[src/rtl/time_setter.sv]
// Time-of-day edit controller: captures the live time, lets the user adjust hours,
// minutes and seconds with wrap-around, then issues a one-cycle load strobe to the counter.
module time_setter (
  input  logic       clk_100MHz_i,
  input  logic       reset_ni,
  input  logic       mode_pulse_i,
  input  logic       inc_pulse_i,
  input  logic       dec_pulse_i,
  input  logic       cancel_pulse_i,
  input  logic [5:0] cur_seconds_i,
  input  logic [5:0] cur_minutes_i,
  input  logic [4:0] cur_hours_i,
  output logic [5:0] load_seconds_o,
  output logic [5:0] load_minutes_o,
  output logic [4:0] load_hours_o,
  output logic       load_time_o,
  output logic       count_enable_o,
  output logic [1:0] edit_field_o
);

  typedef enum logic [2:0] {RUN, EDIT_H, EDIT_M, EDIT_S, COMMIT} state_t;

  state_t     state_q, state_nxt;
  logic [5:0] sec_q, sec_nxt;
  logic [5:0] min_q, min_nxt;
  logic [4:0] hr_q, hr_nxt;
  logic       adj;

  // Modulo-60 step; anything at or above 59 wraps to 0 on increment.
  function automatic logic [5:0] step60(input logic [5:0] v, input logic up);
    if (up) return (v >= 6'd59) ? 6'd0 : v + 6'd1;
    else    return (v == 6'd0) ? 6'd59 : v - 6'd1;
  endfunction

  function automatic logic [4:0] step24(input logic [4:0] v, input logic up);
    if (up) return (v >= 5'd23) ? 5'd0 : v + 5'd1;
    else    return (v == 5'd0) ? 5'd23 : v - 5'd1;
  endfunction

  // Both inc and dec in one cycle cancel each other out.
  assign adj = inc_pulse_i ^ dec_pulse_i;

  always_comb begin
    state_nxt = state_q;
    sec_nxt   = sec_q;
    min_nxt   = min_q;
    hr_nxt    = hr_q;
    case (state_q)
      RUN: begin
        if (mode_pulse_i) begin
          sec_nxt   = cur_seconds_i;
          min_nxt   = cur_minutes_i;
          hr_nxt    = cur_hours_i;
          state_nxt = EDIT_H;
        end
      end
      EDIT_H: begin
        if (cancel_pulse_i)    state_nxt = RUN;
        else if (mode_pulse_i) state_nxt = EDIT_M;
        else if (adj)          hr_nxt = step24(hr_q, inc_pulse_i);
      end
      EDIT_M: begin
        if (cancel_pulse_i)    state_nxt = RUN;
        else if (mode_pulse_i) state_nxt = EDIT_S;
        else if (adj)          min_nxt = step60(min_q, inc_pulse_i);
      end
      EDIT_S: begin
        if (cancel_pulse_i)    state_nxt = RUN;
        else if (mode_pulse_i) state_nxt = COMMIT;
        else if (adj)          sec_nxt = step60(sec_q, inc_pulse_i);
      end
      COMMIT:  state_nxt = RUN;
      default: state_nxt = RUN;
    endcase
  end

  always_ff @(posedge clk_100MHz_i or negedge reset_ni) begin
    if (!reset_ni) begin
      state_q <= RUN;
      sec_q   <= 6'd0;
      min_q   <= 6'd0;
      hr_q    <= 5'd0;
    end else begin
      state_q <= state_nxt;
      sec_q   <= sec_nxt;
      min_q   <= min_nxt;
      hr_q    <= hr_nxt;
    end
  end

  // All outputs decode registered state only.
  assign load_seconds_o = sec_q;
  assign load_minutes_o = min_q;
  assign load_hours_o   = hr_q;
  assign load_time_o    = (state_q == COMMIT);
  assign count_enable_o = (state_q == RUN);

  always_comb begin
    edit_field_o = 2'd0;
    case (state_q)
      EDIT_H:  edit_field_o = 2'd1;
      EDIT_M:  edit_field_o = 2'd2;
      EDIT_S:  edit_field_o = 2'd3;
      default: edit_field_o = 2'd0;
    endcase
  end

endmodule
[config.mk]
export PLATFORM = sky130hd
export DESIGN_NAME = time_setter
export DESIGN_NICKNAME = d
export VERILOG_FILES = /design/src/rtl/time_setter.sv
export SDC_FILE = /design/constraint.sdc
export NUM_CORES = 1
export LEC_CHECK = 0
export BUFFER_PORTS_ARGS = -buffer_cell sky130_fd_sc_hd__buf_4
export CORE_AREA = 2 2 93 50
export DETAILED_ROUTE_END_ITERATION = 8
export DIE_AREA = 0 0 95 52
export PLACE_DENSITY = 0.69
export SYNTH_ARGS = -nofsm -noshare
export SYNTH_HDL_FRONTEND = slang
export SYNTH_SLANG_ARGS = --single-unit
[constraint.sdc]
create_clock -name clk_100MHz_i -period 2.8 [get_ports clk_100MHz_i]
set_clock_uncertainty 0.1 [all_clocks]
set_input_delay 0.56 -clock clk_100MHz_i [delete_from_list [all_inputs] [get_ports clk_100MHz_i]]
set_output_delay 0.56 -clock clk_100MHz_i [all_outputs]
set_load 0.05 [all_outputs]
==> results of run 1 <==
[layout make-up]
class / instances / area (sq um) / area share (%)
clock buffer: 4 / 55.1 / 2.48
inverter: 11 / 41.3 / 1.86
multi-input combinational: 193 / 1220 / 55.3
sequential: 20 / 500 / 22.6
tap: 57 / 71.3 / 3.22
timing repair buffer: 43 / 323 / 14.6
[flip-flops by register name (all words and copies together) (netlist names)]
signal          cells
load_seconds_o      6
state_q             3
load_minutes_o      6
load_hours_o        5
[metrics by stage]
step	hold WS [ps]	std cells
after global placement	360	324
after CTS	67.9	328
final	60.6	328
after detailed placement	363	324
after floorplan	164	241
after global routing	73.5	328
[kinds of logic after synthesis]
logic type / Yosys count / share of synthesized area (%)
AOI/OAI and AO/OA: 89 / 32.5
and+or+nand+nor: 89 / 24.9
DFF: 20 / 27.0
adders and majority gates: 8 / 5.40
xor gates and xnor gates: 7 / 3.31
buffers and inverters: 28 / 6.95
[placed cells by master, fill, tap and decap left out, types with 5 or more instances in the layout]
| cell | instances |
|---|---|
| a211oi_1 | 6 |
| a21o_1 | 5 |
| a21oi_1 | 14 |
| a31oi_1 | 7 |
| buf_4 | 43 |
| dfrtp_1 | 20 |
| ha_1 | 8 |
| inv_1 | 10 |
| nand2_1 | 20 |
| nand3_1 | 8 |
| nor2_1 | 22 |
| nor2b_1 | 8 |
| nor3_1 | 8 |
| o21ai_0 | 22 |
[routing by layer]
layer,GRT usage [%],share of wire [%],vias up
met3,4.64,8.0,2
met1,38.1,54,884
met5,0,0,-
met4,5.07,0.46,0
met2,29.1,37,87
li1,-,-,950
[path summary, 6_finish.rpt]
path	startpoint	end	slack (ps)	depth (start not counted)
max	load_hours_o[0]	load_hours_o[4]	600	7
min	reset_ni	load_seconds_o[5]	60	1
max reg2reg	load_hours_o[0]	load_hours_o[4]	600	7
min reg2reg	load_hours_o[1]	load_hours_o[1]	530	1
max in group asynchronous	reset_ni	load_hours_o[0]	2310	1
min in group clk_100MHz_i	cancel_pulse_i	state_q[1]	390	2
[power groups by stage]
| stage | Sequential (uW) | Combinational [uW] | Clock [uW] |
|---|---|---|---|
| 2_1_floorplan | 818 | 662 | 0 |
| 3_3_place_gp | 623 | 1170 | 0 |
| 3_5_place_dp | 628 | 1180 | 0 |
| 4_1_cts | 623 | 1180 | 236 |
| 5_1_grt | 660 | 1300 | 251 |
| 6_report | 631 | 1190 | 231 |
==> results.txt, run 1 <==
Outcome = completed
Pins over their slew limit = 0
Syn. warnings = 0
Via density per instance = 5.86
CP endpoint kind = flop
FFs w/ async S/R, synth = 100%
Post-route cell area = 2220 sq um
Sequential power share = 30.7%
Setup TNS = 0 ps
First-pass GRT wire length = 8690 um
Worst path buffer plus inverter count = 1
Fin nets = 303
Startpoint types = flop
Worst path top cell family by delay = simple AND/OR/NAND/NOR gates
CTS tree = yes
Most frequent cells after synthesis = 22 x nor2_1, 22 x o21ai_0, 20 x dfrtp_1, 20 x nand2_1, 14 x a21oi_1
LEAKAGE = 0.000973 uW
Post-synth EDFFs = 0
Initial core utilization = 44.3%
Setup slack after layout = 596 ps
Minimum clock period = 2200 ps
Internal = 935 uW
WP data required = 2900 ps
Crit path DAT = 2300 ps
Max-slew headroom = 53.0%
RSZ-0062 raised after global routing = false
Area growth syn-to-layout = 19.5%
Post-CTS Repair Setup Buffers = 0
Max cap viols = 0
GR Overflow Total = 0
Endpoints failing setup = 0
Max rail drop VDD = 0.284 mV
Top fanout value on the critical path = 7
Diode count = 0
Comb pwr share = 58.1%
Crit share post-route = 78.7%
Least-Margin Pin Slew = 698 ps
Clock sinks = 20
Die Wd = 95 um
Hold WC Path Type = in2async
DRC viols = 0
DRT iter0 DRCs = 224
Peak Freq = 0.454 GHz
CTS Hold Bufs = 0
Cells after Synth = 241
RD Place Congestion = 0.956
Number of distinct library cells after synthesis = 54
Switching Power = 1120 uW
Num rows = 17
Layout cell share with drive strength beyond 1 = 21.0%
Slowest-stage cell, CP = or4b_4
Clock buffer depth = 2
Die height = 52 um
CP cell instances = inv_1, ha_1, or4b_4, a21oi_2, a211oi_1, or3_1, a31oi_1
Yosys reg bits = 20
# fillers = 416
GRT Overall Usage = 23.0%
Antenna violations before repair = 0
Vias in the first global route = 1,696
Area after DPL = 2160 sq um
Crit Path Class = reg2reg
Post-DRT Antenna Nets = 0
# IOs = 44
Synth area leaders = dfrtp_1 27%, o21ai_0 5.9%, ha_1 5.4%, nor2_1 4.5%, nand2_1 4.0%
Drt total wl = 5170 um
Mapped Nets = 272
Ys flop type = dfrtp_1
Clk pin slew, worst setup/hold paths = 80 ps
Synth Area per Inst = 7.69 sq um
Switching Fraction = 54.5%
Pin count of the biggest net entering global routing = 30
Max incr delay on CP = 500 ps
Clk root buf = clkbuf_8
IO Port Bufs = 43
Register area share after synthesis = 27.0%
Clk pwr share = 11.2%
Yosys top cell area share = 27.0%
Detailed Routing Iterations Pass 1 = 5
Skew-Pair Late Insertion Delay = 270 ps
Synthesized cell area = 1850 sq um
Place WS = 499 ps
Routed len/inst = 15.8 um
Via Count = 1,923
Biggest area consumer among synthesized cells = dfrtp_1
CTS buffer count = 3
Cts repair resizes = 0
DP Wirelength = 3810 um
Htree depth = 1
Core box area = 4190 sq um
Final hold violation count = 0
PwrDens = 927 nW/um^2
Full die area = 4940 sq um
Pwr Total = 2050 uW
Final core utilization = 52.9%
Power figures use the tool's default switching activity.
==> run 2, diff against run 1 <==
==> config.mk (replaced) <==
export PLATFORM = sky130hd
export DESIGN_NAME = time_setter
export DESIGN_NICKNAME = d
export VERILOG_FILES = /design/src/rtl/time_setter.sv
export SDC_FILE = /design/constraint.sdc
export NUM_CORES = 1
export LEC_CHECK = 0
export ABC_AREA = 1
export BUFFER_PORTS_ARGS = -buffer_cell sky130_fd_sc_hd__buf_4
export CORE_AREA = 2 2 96 52
export DETAILED_ROUTE_END_ITERATION = 8
export DIE_AREA = 0 0 98 54
export PLACE_DENSITY = 0.68
export SYNTH_ARGS = -nofsm -noshare
export SYNTH_HDL_FRONTEND = slang
export SYNTH_SLANG_ARGS = --single-unit
==> constraint.sdc (replaced) <==
create_clock -name clk_100MHz_i -period 2.3 [get_ports clk_100MHz_i]
set_clock_uncertainty 0.1 [all_clocks]
set_input_delay 0.46 -clock clk_100MHz_i [delete_from_list [all_inputs] [get_ports clk_100MHz_i]]
set_output_delay 0.46 -clock clk_100MHz_i [all_outputs]
set_load 0.05 [all_outputs]
==> results.txt, run 2 <==
Outcome = completed
Peak Freq = 0.526 GHz
Post-CTS Repair Setup Buffers = 0 (unchanged)
Setup TNS = 0 ps (unchanged)
Yosys top cell area share = 25.5% (-1.5 points)
GR Overflow Total = 0 (unchanged)
DRT iter0 DRCs = 194 (-13%)
Minimum clock period = 1900 ps
Max cap viols = 0 (unchanged)
DP Cell Count = 415 (+28%)
IO Port Bufs = 43 (unchanged)
Core box area = 4570 sq um (+9.1%)
Number of distinct library cells after synthesis = 31 (-43%)
Num rows = 18 (+1)
Clock buffer depth = 2 (unchanged)
Die height = 54 um (+3.8%)
RD Place Congestion = 0.895 (-6.4%)
Via Count = 2,131 (+11%)
Routed len/inst = 13.3 um (-16%)
Final hold violation count = 0 (unchanged)
CTS tree = yes
Detailed Routing Iterations Pass 1 = 5 (unchanged)
Syn. warnings = 0 (unchanged)
Antenna violations before repair = 0 (unchanged)
Initial core utilization = 42.9% (-1.3 points)
Least-Margin Pin Slew = 577 ps (-121 ps)
DP Wirelength = 4270 um (+12%)
Critical path origin = state_q[2]
LEAKAGE = 0.00130 uW (+33%)
Diode count = 0 (unchanged)
Die Wd = 98 um (+3.2%)
Most frequent cells after synthesis = 109 x nand2_1, 46 x nor2_1, 42 x nand3_1, 31 x inv_1, 20 x dfrtp_1
DRC viols = 0 (unchanged)
Post-synth EDFFs = 0 (unchanged)
WP data required = 1740 ps (-1160 ps)
Post-DRT Antenna Nets = 0 (unchanged)
Max-slew headroom = 61.2% (+8.2 points)
Htree depth = 1 (unchanged)
Final non-filler cell total = 420 (+28%)
Most common library cell in the layout ignoring fill and taps = nand2_1
First-pass GRT wire length = 8780 um (+1.0%)
Most frequent cells in the layout = 109 x nand2_1, 46 x nor2_1, 43 x buf_4
Final core utilization = 51.6% (-1.2 points)
RSZ-0062 raised after global routing = false
Crit path DAT = 1340 ps (-960 ps)
PwrDens = 1650 nW/um^2 (+77%)
Max rail drop VDD = 1.18 mV (+320%)
# fillers = 483 (+16%)
CTS buffer count = 3 (unchanged)
Synth area leaders = dfrtp_1 25%, nand2_1 21%, nand3_1 11%, nor2_1 8.8%, inv_1 5.9%
Top fanout value on the critical path = 6 (-1)
CP endpoint kind = output port
Mapped Nets = 353 (+30%)
Clock sinks = 20 (unchanged)
FFs w/ async S/R, synth = 100% (unchanged)
Register area share after synthesis = 25.5% (-1.5 points)
Skew-Pair Late Insertion Delay = 270 ps (about the same)
Post-route cell area = 2360 sq um (+6.5%)
Pins over their slew limit = 0 (unchanged)
Layout cell share with drive strength beyond 1 = 19.2% (-1.9 points)
Place WS = 473 ps (-26.0 ps)
Full die area = 5290 sq um (+7.1%)
Fin nets = 392 (+29%)
Clk root buf = clkbuf_8
Most frequent cell after synthesis = nand2_1
Vias in the first global route = 1,803 (+6.3%)
Hold WC Path Type = in2reg
Crit share post-route = 82.6%
Crit Path Class = reg2out
Via density per instance = 5.07 (-13%)
Synth Area per Inst = 6.10 sq um (-21%)
Synthesized cell area = 1960 sq um (+5.9%)
Yosys reg bits = 20 (unchanged)
Cells after Synth = 322 (+34%)
Setup slack after layout = 400 ps (-197 ps)
Ys flop type = dfrtp_1
Endpoints failing setup = 0 (unchanged)
Worst Hold Launch = cancel_pulse_i
Area growth syn-to-layout = 20.3%
Drt total wl = 5580 um (+7.8%)
Reg-to-Reg Start = load_seconds_o[0]
# IOs = 44 (unchanged)
Biggest area consumer among synthesized cells = dfrtp_1
Startpoint types = flop
Pin count of the biggest net entering global routing = 21 (-30%)
Area after DPL = 2300 sq um (+6.3%)
Clk pin slew, worst setup/hold paths = 80 ps (about the same)
GRT Overall Usage = 21.6% (-1.4 points)
[run 2: cell count changes in the layout (fill, tap and decap cells not counted), moves of 7 or more]
| cell | change |
|---|---|
| nand4_1 | +9 |
| a31oi_1 | -7 |
| nor2_1 | +24 |
| o21ai_0 | -15 |
| inv_1 | +21 |
| nor2b_1 | -8 |
| nand2_1 | +89 |
| nand3_1 | +34 |
| a21oi_1 | -10 |
| nor3_1 | -7 |
[run 2: final timing paths]
| kind | endpoint | slack [ps] | cells past startpoint |
|---|---|---|---|
| min in group asynchronous | load_minutes_o[5] | 510 | 2 |
| worst max-delay path | count_enable_o | 400 | 4 |
| worst min register to register | load_seconds_o[5] | 510 | 2 |
| worst min-delay path | state_q[2] | 290 | 2 |
| max in group asynchronous | load_seconds_o[3] | 1360 | 2 |
| worst max register to register | load_seconds_o[3] | 500 | 8 |
[run 2: area by class of cell]
class                      count  area (sq um)  share of cell area (%)
clock buffer                   4          55.1                    2.33
sequential                    20           500                    21.2
tap                           60          75.1                    3.18
timing repair buffer          44           333                    14.1
multi-input combinational    256          1260                    53.3
inverter                      36           140                    5.94
[run 2: stage by stage]
stage / hold WS (ps) / power, uW
final: 289 / 3880
after CTS: 277 / 3870
after global placement: 266 / 3530
after floorplan: 64.4 / 2920
after detailed placement: 266 / 3570
after global routing: 278 / 4230
[run 2: metal layers]
layer / up-vias / part of all wire [%] / global-route usage (%) / wire (um)
li1: 1094 / - / - / -
met2: 96 / 39 / 30.1 / 2150
met4: 0 / 0.63 / 2.78 / 35
met3: 4 / 9.6 / 5.19 / 538
met1: 937 / 51 / 33.6 / 2850
met5: - / 0 / 0 / 0
[run 2: worst max-delay path, stage by stage, from the launching register on]
cell	delay (ps)
dfrtp_1	470
nor2_2	220
nand2_1	110
inv_1	80
buf_4	190
[run 2: cells by family (layout without fill, tap and decap cells)]
group                    count (synthesis)  count (layout)  share of synthesized area (%)
flip-flops                              20              20                           25.5
AO/OA/AOI/OAI                           18              18                           5.10
buffers and inverters                   46              84                           10.5
XOR/XNOR                                 4               4                           1.78
AND/OR/NAND/NOR                        226             226                           52.1
adder cells (fa/ha/maj)                  8               8                           5.10
[run 2: power by group]
group	leakage [uW]	switching, uW	total [uW]	internal, uW
registers	0.000244	364	890	526
clock network	0.0000288	128	280	153
logic	0.00102	1850	2710	860
total	0.00130	2350	3880	1540
[run 2: repair_timing]
| action | CTS | global route |
|---|---|---|
| hold buffers | 1 | 0 |
| endpoints found under the setup margin | 0 | 0 |
| resized for setup | 0 | 0 |
| endpoints found under the hold margin | 20 | 0 |
